### config.mk
export PLATFORM = sky130hd
export DESIGN_NAME = pea_output_writeback
export DESIGN_NICKNAME = d
export VERILOG_FILES = /design/src/rtl/pea_wb_pkg.sv /design/src/rtl/pea_vec_fifo.sv /design/src/rtl/pea_output_writeback.sv
export SDC_FILE = /design/constraint.sdc
export NUM_CORES = 1
export LEC_CHECK = 0
export BUFFER_PORTS_ARGS = -buffer_cell sky130_fd_sc_hd__buf_2
export CELL_PAD_IN_SITES_DETAIL_PLACEMENT = 0
export CELL_PAD_IN_SITES_GLOBAL_PLACEMENT = 1
export CORE_UTILIZATION = 54
export CTS_CLUSTER_SIZE = 14
export DETAILED_ROUTE_END_ITERATION = 8
export PLACE_DENSITY_LB_ADDON = 0.1
export SYNTH_ARGS = -nofsm -noshare
export SYNTH_HDL_FRONTEND = slang
export SYNTH_SLANG_ARGS = --single-unit
export TNS_END_PERCENT = 30
### constraint.sdc
create_clock -name clk -period 10.5 [get_ports clk]
set_clock_uncertainty 0.1 [all_clocks]
set_input_delay 2.1 -clock clk [delete_from_list [all_inputs] [get_ports clk]]
set_output_delay 2.1 -clock clk [all_outputs]
set_load 0.01 [all_outputs]
### src/rtl/pea_wb_pkg.sv
// Shared types for the PE-array output writeback stage.
package pea_wb_pkg;

    // Default geometry of the PE array output vector
    localparam int PEA_N_PE = 8;
    localparam int PEA_WID  = 16;

    // Job sequencing states
    typedef enum logic [1:0] {
        ST_IDLE  = 2'd0,
        ST_RUN   = 2'd1,
        ST_DRAIN = 2'd2,
        ST_DONE  = 2'd3
    } state_t;

    // One PE output word
    typedef logic [PEA_WID-1:0] lane_word_t;

    // One full PE output vector, lane i at index i
    typedef lane_word_t [PEA_N_PE-1:0] vec_t;

endpackage

### src/rtl/pea_vec_fifo.sv
// Small synchronous FIFO holding whole PE output vectors.
module pea_vec_fifo #(
    parameter int DEPTH = 4,
    parameter int W     = 128
) (
    input  logic         clk,
    input  logic         rst,
    input  logic         push,
    input  logic         pop,
    input  logic [W-1:0] push_data,
    output logic [W-1:0] head,
    output logic         full,
    output logic         empty
);

    localparam int PTR_W = (DEPTH > 1) ? $clog2(DEPTH) : 1;

    logic [W-1:0]     mem [DEPTH];
    logic [PTR_W-1:0] rd_ptr;
    logic [PTR_W-1:0] wr_ptr;
    logic [PTR_W:0]   count;

    assign head  = mem[rd_ptr];
    assign full  = (count == (PTR_W+1)'(DEPTH));
    assign empty = (count == '0);

    // Storage array; contents need no reset because occupancy is tracked by count
    always_ff @(posedge clk) begin
        if (push) begin
            mem[wr_ptr] <= push_data;
        end
    end

    // Pointer and occupancy bookkeeping
    always_ff @(posedge clk) begin
        if (rst) begin
            rd_ptr <= '0;
            wr_ptr <= '0;
            count  <= '0;
        end else begin
            if (push) begin
                wr_ptr <= wr_ptr + PTR_W'(1);
            end
            if (pop) begin
                rd_ptr <= rd_ptr + PTR_W'(1);
            end
            case ({push, pop})
                2'b10:   count <= count + (PTR_W+1)'(1);
                2'b01:   count <= count - (PTR_W+1)'(1);
                default: count <= count;
            endcase
        end
    end

endmodule

### src/rtl/pea_output_writeback.sv
// Collects PE output vectors and serializes the enabled lanes into
// single-word writes towards the output feature-map buffer.
module pea_output_writeback
    import pea_wb_pkg::*;
#(
    parameter int N_PE   = PEA_N_PE,
    parameter int WID    = PEA_WID,
    parameter int DEPTH  = 4,
    parameter int ADDR_W = 12
) (
    input  logic                clk,
    input  logic                rst,
    input  logic                start,
    input  logic [ADDR_W-1:0]   cfg_base_addr,
    input  logic [15:0]         cfg_num_vec,
    input  logic [N_PE-1:0]     cfg_lane_mask,
    input  logic                vec_valid,
    input  logic [N_PE*WID-1:0] vec_data,
    output logic                vec_ready,
    output logic                wr_en,
    output logic [ADDR_W-1:0]   wr_addr,
    output logic [WID-1:0]      wr_data,
    input  logic                wr_ready,
    output logic                busy,
    output logic                done,
    output logic                overflow
);

    localparam int VEC_W = N_PE * WID;
    localparam int IDX_W = (N_PE > 1) ? $clog2(N_PE) : 1;

    state_t             state;
    logic [15:0]        num_vec_q;
    logic [15:0]        accepted;
    logic [N_PE-1:0]    mask_q;
    logic [N_PE-1:0]    rem_q;
    logic [VEC_W-1:0]   cur_vec;
    logic [VEC_W-1:0]   fifo_head;
    logic [VEC_W-1:0]   load_vec;
    logic               fifo_full;
    logic               fifo_empty;
    logic               fifo_push;
    logic               fifo_pop;
    logic               handshake;
    logic               ser_free;
    logic               mask_zero;
    logic               accept;
    logic               bypass;
    logic               load;
    logic               load_fifo;
    logic [IDX_W-1:0]   first_idx;
    logic [IDX_W-1:0]   next_idx;

    // Index of the lowest set bit, used to walk lanes in ascending order
    function automatic logic [IDX_W-1:0] lowest_lane(input logic [N_PE-1:0] m);
        logic [IDX_W-1:0] idx;
        idx = '0;
        for (int i = N_PE - 1; i >= 0; i--) begin
            if (m[i]) begin
                idx = IDX_W'(i);
            end
        end
        return idx;
    endfunction

    assign handshake = wr_en && wr_ready;
    // Serializer can take a new vector this cycle: idle, or finishing its last lane
    assign ser_free  = !wr_en || (wr_ready && (rem_q == '0));
    assign mask_zero = (mask_q == '0);
    // With an empty mask entries are simply discarded one cycle after push
    assign fifo_pop  = !fifo_empty && (mask_zero || ser_free);
    // Full is judged after this cycle's pop so a simultaneous push still fits
    assign vec_ready = (state == ST_RUN) && (!fifo_full || fifo_pop) && (accepted < num_vec_q);
    assign accept    = vec_valid && vec_ready;
    // An empty FIFO and free serializer let the incoming vector skip the FIFO,
    // which gives the one-cycle accept-to-write latency
    assign bypass    = accept && fifo_empty && ser_free && !mask_zero;
    assign fifo_push = accept && !bypass;
    assign load_fifo = fifo_pop && !mask_zero;
    assign load      = load_fifo || bypass;
    assign load_vec  = load_fifo ? fifo_head : vec_data;
    assign first_idx = lowest_lane(mask_q);
    assign next_idx  = lowest_lane(rem_q);

    assign busy = (state == ST_RUN) || (state == ST_DRAIN);
    assign done = (state == ST_DONE);

    pea_vec_fifo #(
        .DEPTH (DEPTH),
        .W     (VEC_W)
    ) u_fifo (
        .clk       (clk),
        .rst       (rst),
        .push      (fifo_push),
        .pop       (fifo_pop),
        .push_data (vec_data),
        .head      (fifo_head),
        .full      (fifo_full),
        .empty     (fifo_empty)
    );

    // Lane serializer: holds the current vector and presents one registered write at a time
    always_ff @(posedge clk) begin
        if (rst) begin
            wr_en   <= 1'b0;
            wr_data <= '0;
            rem_q   <= '0;
            cur_vec <= '0;
        end else if (load) begin
            cur_vec <= load_vec;
            wr_en   <= 1'b1;
            wr_data <= load_vec[int'(first_idx)*WID +: WID];
            rem_q   <= mask_q & (mask_q - N_PE'(1));
        end else if (handshake) begin
            if (rem_q != '0) begin
                wr_data <= cur_vec[int'(next_idx)*WID +: WID];
                rem_q   <= rem_q & (rem_q - N_PE'(1));
            end else begin
                wr_en <= 1'b0;
            end
        end
    end

    // Job sequencing, address counter, accept counter and sticky overflow
    always_ff @(posedge clk) begin
        if (rst) begin
            state     <= ST_IDLE;
            wr_addr   <= '0;
            num_vec_q <= '0;
            mask_q    <= '0;
            accepted  <= '0;
            overflow  <= 1'b0;
        end else begin
            if (handshake) begin
                wr_addr <= wr_addr + ADDR_W'(1);
            end
            if (vec_valid && !vec_ready && busy) begin
                overflow <= 1'b1;
            end
            if (accept) begin
                accepted <= accepted + 16'd1;
            end
            case (state)
                ST_IDLE: begin
                    if (start) begin
                        num_vec_q <= cfg_num_vec;
                        mask_q    <= cfg_lane_mask;
                        wr_addr   <= cfg_base_addr;
                        accepted  <= '0;
                        overflow  <= 1'b0;
                        state     <= (cfg_num_vec == 16'd0) ? ST_DONE : ST_RUN;
                    end
                end
                ST_RUN: begin
                    if (accepted == num_vec_q) begin
                        state <= ST_DRAIN;
                    end
                end
                ST_DRAIN: begin
                    if (fifo_empty && !wr_en) begin
                        state <= ST_DONE;
                    end
                end
                default: begin
                    state <= ST_IDLE;
                end
            endcase
        end
    end

endmodule

==> results.sh <==
export IMPL_drt_wirelength_per_cell_um=26.7
export IMPL_gr_total_overflow=0
export IMPL_crit_slowest_cell="o31ai_4"
export IMPL_final_max_slew_viol_count=0
export IMPL_utilization=0.619
export IMPL_fin_cells=3328
export IMPL_grt_antenna_before_repair=4
export IMPL_ys_flop_type="edfxtp_1"
export IMPL_synthCells=2377
export IMPL_switching_power_mw=3.26
export IMPL_clockRootBuffer="clkbuf_16"
export IMPL_ys_types=56
export IMPL_clk_pin_slew_ns=0.06
export IMPL_finalCritPeriodShare=0.531
export IMPL_critPathKind="input port to output port"
export IMPL_synth_enable_flop_cells=512
export IMPL_cp_arrival_ns=3.37
export IMPL_fmaxAchievable_ghz=0.179
export IMPL_ys_seq_area_frac=0.635
export IMPL_fin_tns_setup_ns=0
export IMPL_postRouteAntennaNets=0
export IMPL_yosysTopAreaCell="edfxtp_1"
export IMPL_num_vias=21291
export IMPL_dpl_cell_count=3189
export IMPL_area_growth_pct=13.0
export IMPL_power_frac_clock=0.290
export IMPL_ir_drop_v=0.000156
export IMPL_routed_wl_mm=88.8
export IMPL_cell_internal_pwr_mw=6.04
export IMPL_crit_path_start_kind="input port"
export IMPL_whs_path_depth=2
export IMPL_p_leak_nw=12.0
export IMPL_first_pass_iters=5
export IMPL_die_w_um=242
export IMPL_grtUsageTotal=0.303
export IMPL_cts_sink_count=728
export IMPL_fin_crit_ns=5.57
export IMPL_path_depth=8
export IMPL_cp_max_fo=7
export IMPL_synth_top_area_frac=0.496
export IMPL_start_util=0.548
export IMPL_powerDensity_mw_per_mm2=266
export IMPL_synth_warnings=0
export IMPL_top_layer_used="met5"
export IMPL_avgSynthCellArea_sq_um=13.0
export IMPL_path_cells="buf_2 > inv_1 > o31ai_4 > a21oi_1 > nand4_1 > nand2_1 > inv_1 > buf_2"
export IMPL_register_area_sq_mm=0.0197
export IMPL_synth_area_leaders="edfxtp_1, dfxtp_1, mux4_2"
export IMPL_final_setup_viol_count=0
export IMPL_combPwrFrac=0.322
export IMPL_status="finished, final reports clean"
export IMPL_holdBufCountCts=0
export IMPL_dr_wl_met2_mm=41.4
export IMPL_multi_input_area_sq_mm=0.0105
export IMPL_dieHeight_um=242
export IMPL_post_cts_buffers=0
export IMPL_synth_area_sq_mm=0.0310
export IMPL_clock_latency_ns=0.62
export IMPL_crit_required_ns=8.30
export IMPL_h_tree_depth=3
export IMPL_die_area_sq_mm=0.0584
export IMPL_cts_tree="done"
export IMPL_wl_met1_mm=37.4
export IMPL_route_met3_wl_mm=7.06
export IMPL_port_buffers=201
export IMPL_hpwl_mm=58.0
export IMPL_drc=0
export IMPL_worst_slew_pin_slew_ns=1.22
export IMPL_via_per_inst=6.40
export IMPL_rr_worst_depth=9
export IMPL_max_cap_violations=0
export IMPL_async_flop_share=0
export IMPL_clk_path_buf_depth=3
export IMPL_min_path_type="flip-flop to flip-flop"
export IMPL_initialDrtViolationCount=2144
export IMPL_switching_share=0.351
export IMPL_drive_gt1_frac=0.195
export IMPL_cts_resized=0
export IMPL_ys_seq_elements=728
export IMPL_grt_pass1_wl_mm=133
export IMPL_path_buf_inv=4
export IMPL_io_pins=202
export IMPL_grt_pass1_vias=20563
export IMPL_nets=2708
export IMPL_rows=87
export IMPL_cts_buffers_inserted=75
export IMPL_pwr_share_seq=0.387
export IMPL_synth_fp_nets=2575
export IMPL_grt_setup_unrepaired="false"
export IMPL_hold_viol_final=0
export IMPL_crit_family="compound AO/OA/AOI/OAI gates"
export IMPL_grt_start_max_net_pins=97
export IMPL_cpPeakStageDelay_ns=0.40
export IMPL_coreArea_sq_mm=0.0566
export IMPL_maxSlewHeadroom=0.186
export IMPL_n_fill_cell=4381
export IMPL_place_gp_congestion=0.878
export IMPL_worstSetupEndpointType="output port"
## cell usage after synthesis (5+ instances only)
cell / count
mux2_2: 7
mux2i_1: 30
nor4_1: 14
buf_2: 41
a221oi_1: 25
and2_1: 9
nor3_1: 36
a311oi_1: 97
xor2_1: 9
inv_1: 29
or3_1: 30
nor2_1: 198
a211oi_1: 81
mux4_2: 128
buf_4: 9
buf_1: 6
nand4_1: 13
or4_1: 8
ha_1: 28
a21oi_1: 65
o31ai_1: 7
dfxtp_1: 216
xnor2_1: 6
o221ai_1: 21
and3_1: 66
a31oi_1: 21
clkbuf_1: 120
edfxtp_1: 512
o22ai_1: 31
o211ai_1: 29
nand2_1: 382
nand2b_1: 6
a2111oi_0: 5
o21ai_0: 24
nand3_1: 30
## worst reg2reg max path: stages (launching register included)
cell and delay, ns:
dfxtp_1 0.43, ha_1 0.29, a21oi_1 0.15, o21ai_0 0.13, a221o_1 0.45, nor3_1 0.47, and4_1 0.48, and2_4 0.42
buf_4 0.73, buf_4 0.87
## metrics by stage
step           hold WS, ns  area, sq um  power [mW]  setup WS [ns]
6_report             0.357        35000        9.31           4.93
5_1_grt              0.379        35000        9.71           4.71
4_1_cts              0.356        35000        9.32           4.93
3_5_place_dp         0.348        32600        6.64           4.46
3_3_place_gp         0.346        32600        6.58           4.53
2_1_floorplan        0.336        31000        5.70           3.79
## metal layers
metal  up-vias  GRT usage
met5         -          0
met4         2      0.116
met3       143     0.0503
met2       959      0.471
met1     10739      0.429
li1       9448          -
## cell families after synthesis
kind of cell               count (synthesis)  share of synthesized area
AOI/OAI and AO/OA                        425                      0.100
xor gates and xnor gates                  15                    0.00424
adders and majority gates                 29                     0.0119
buffers and inverters                    207                     0.0280
DFF                                      728                      0.635
muxes                                    165                      0.105
and+or+nand+nor                          808                      0.115
## layout make-up
cell class | instances | area share
sequential | 728 | 0.562
multi-input combinational | 1442 | 0.301
clock buffer | 97 | 0.0586
timing repair buffer | 233 | 0.0361
tap | 756 | 0.0270
clock inverter | 39 | 0.0119
inverter | 30 | 0.00321
antenna | 3 | 0.000214
## state kept, by name, indices dropped and copies added (netlist names), 3 cells and up, named ones only
signal	count
u_fifo.mem	512
cur_vec	128
accepted	16
num_vec_q	16
wr_data	16
wr_addr	12
mask_q	8
rem_q	7
u_fifo.count	3
## worst paths after layout
| kind | from | slack, ns | to |
|---|---|---|---|
| worst max register to register | accepted[11]$_SDFF_PP0_ | 5.52 | u_fifo.mem[2][36]$_DFFE_PP_ |
| worst min-delay path | num_vec_q[7]$_SDFFE_PP0P_ | 0.36 | num_vec_q[7]$_SDFFE_PP0P_ |
| worst max-delay path | wr_ready | 4.93 | vec_ready |
| worst min register to register | num_vec_q[7]$_SDFFE_PP0P_ | 0.36 | num_vec_q[7]$_SDFFE_PP0P_ |
## cells in the final DEF, fill, tap and decap left out, types with 30 or more instances in the layout
master     count
a21oi_1       64
nand2_1      381
buf_4         31
a211oi_1      80
nor3_1        35
a311oi_1      97
o22ai_1       31
clkbuf_16     79
or3_1         30
and3_1        65
edfxtp_1     512
nor2_1       196
mux2i_1       30
dfxtp_1      214
buf_2        200
mux4_2       128
## power groups by stage
stage / sequential [mW] / clock (mW) / combinational [mW]
detailed placement: 3.67 / 0 / 2.98
global placement: 3.65 / 0 / 2.93
CTS: 3.61 / 2.73 / 2.98
global route: 3.64 / 2.85 / 3.22
finish: 3.61 / 2.70 / 3.00
floorplan: 3.58 / 0 / 2.12
Note: power is estimated with default switching activity, not from simulation.
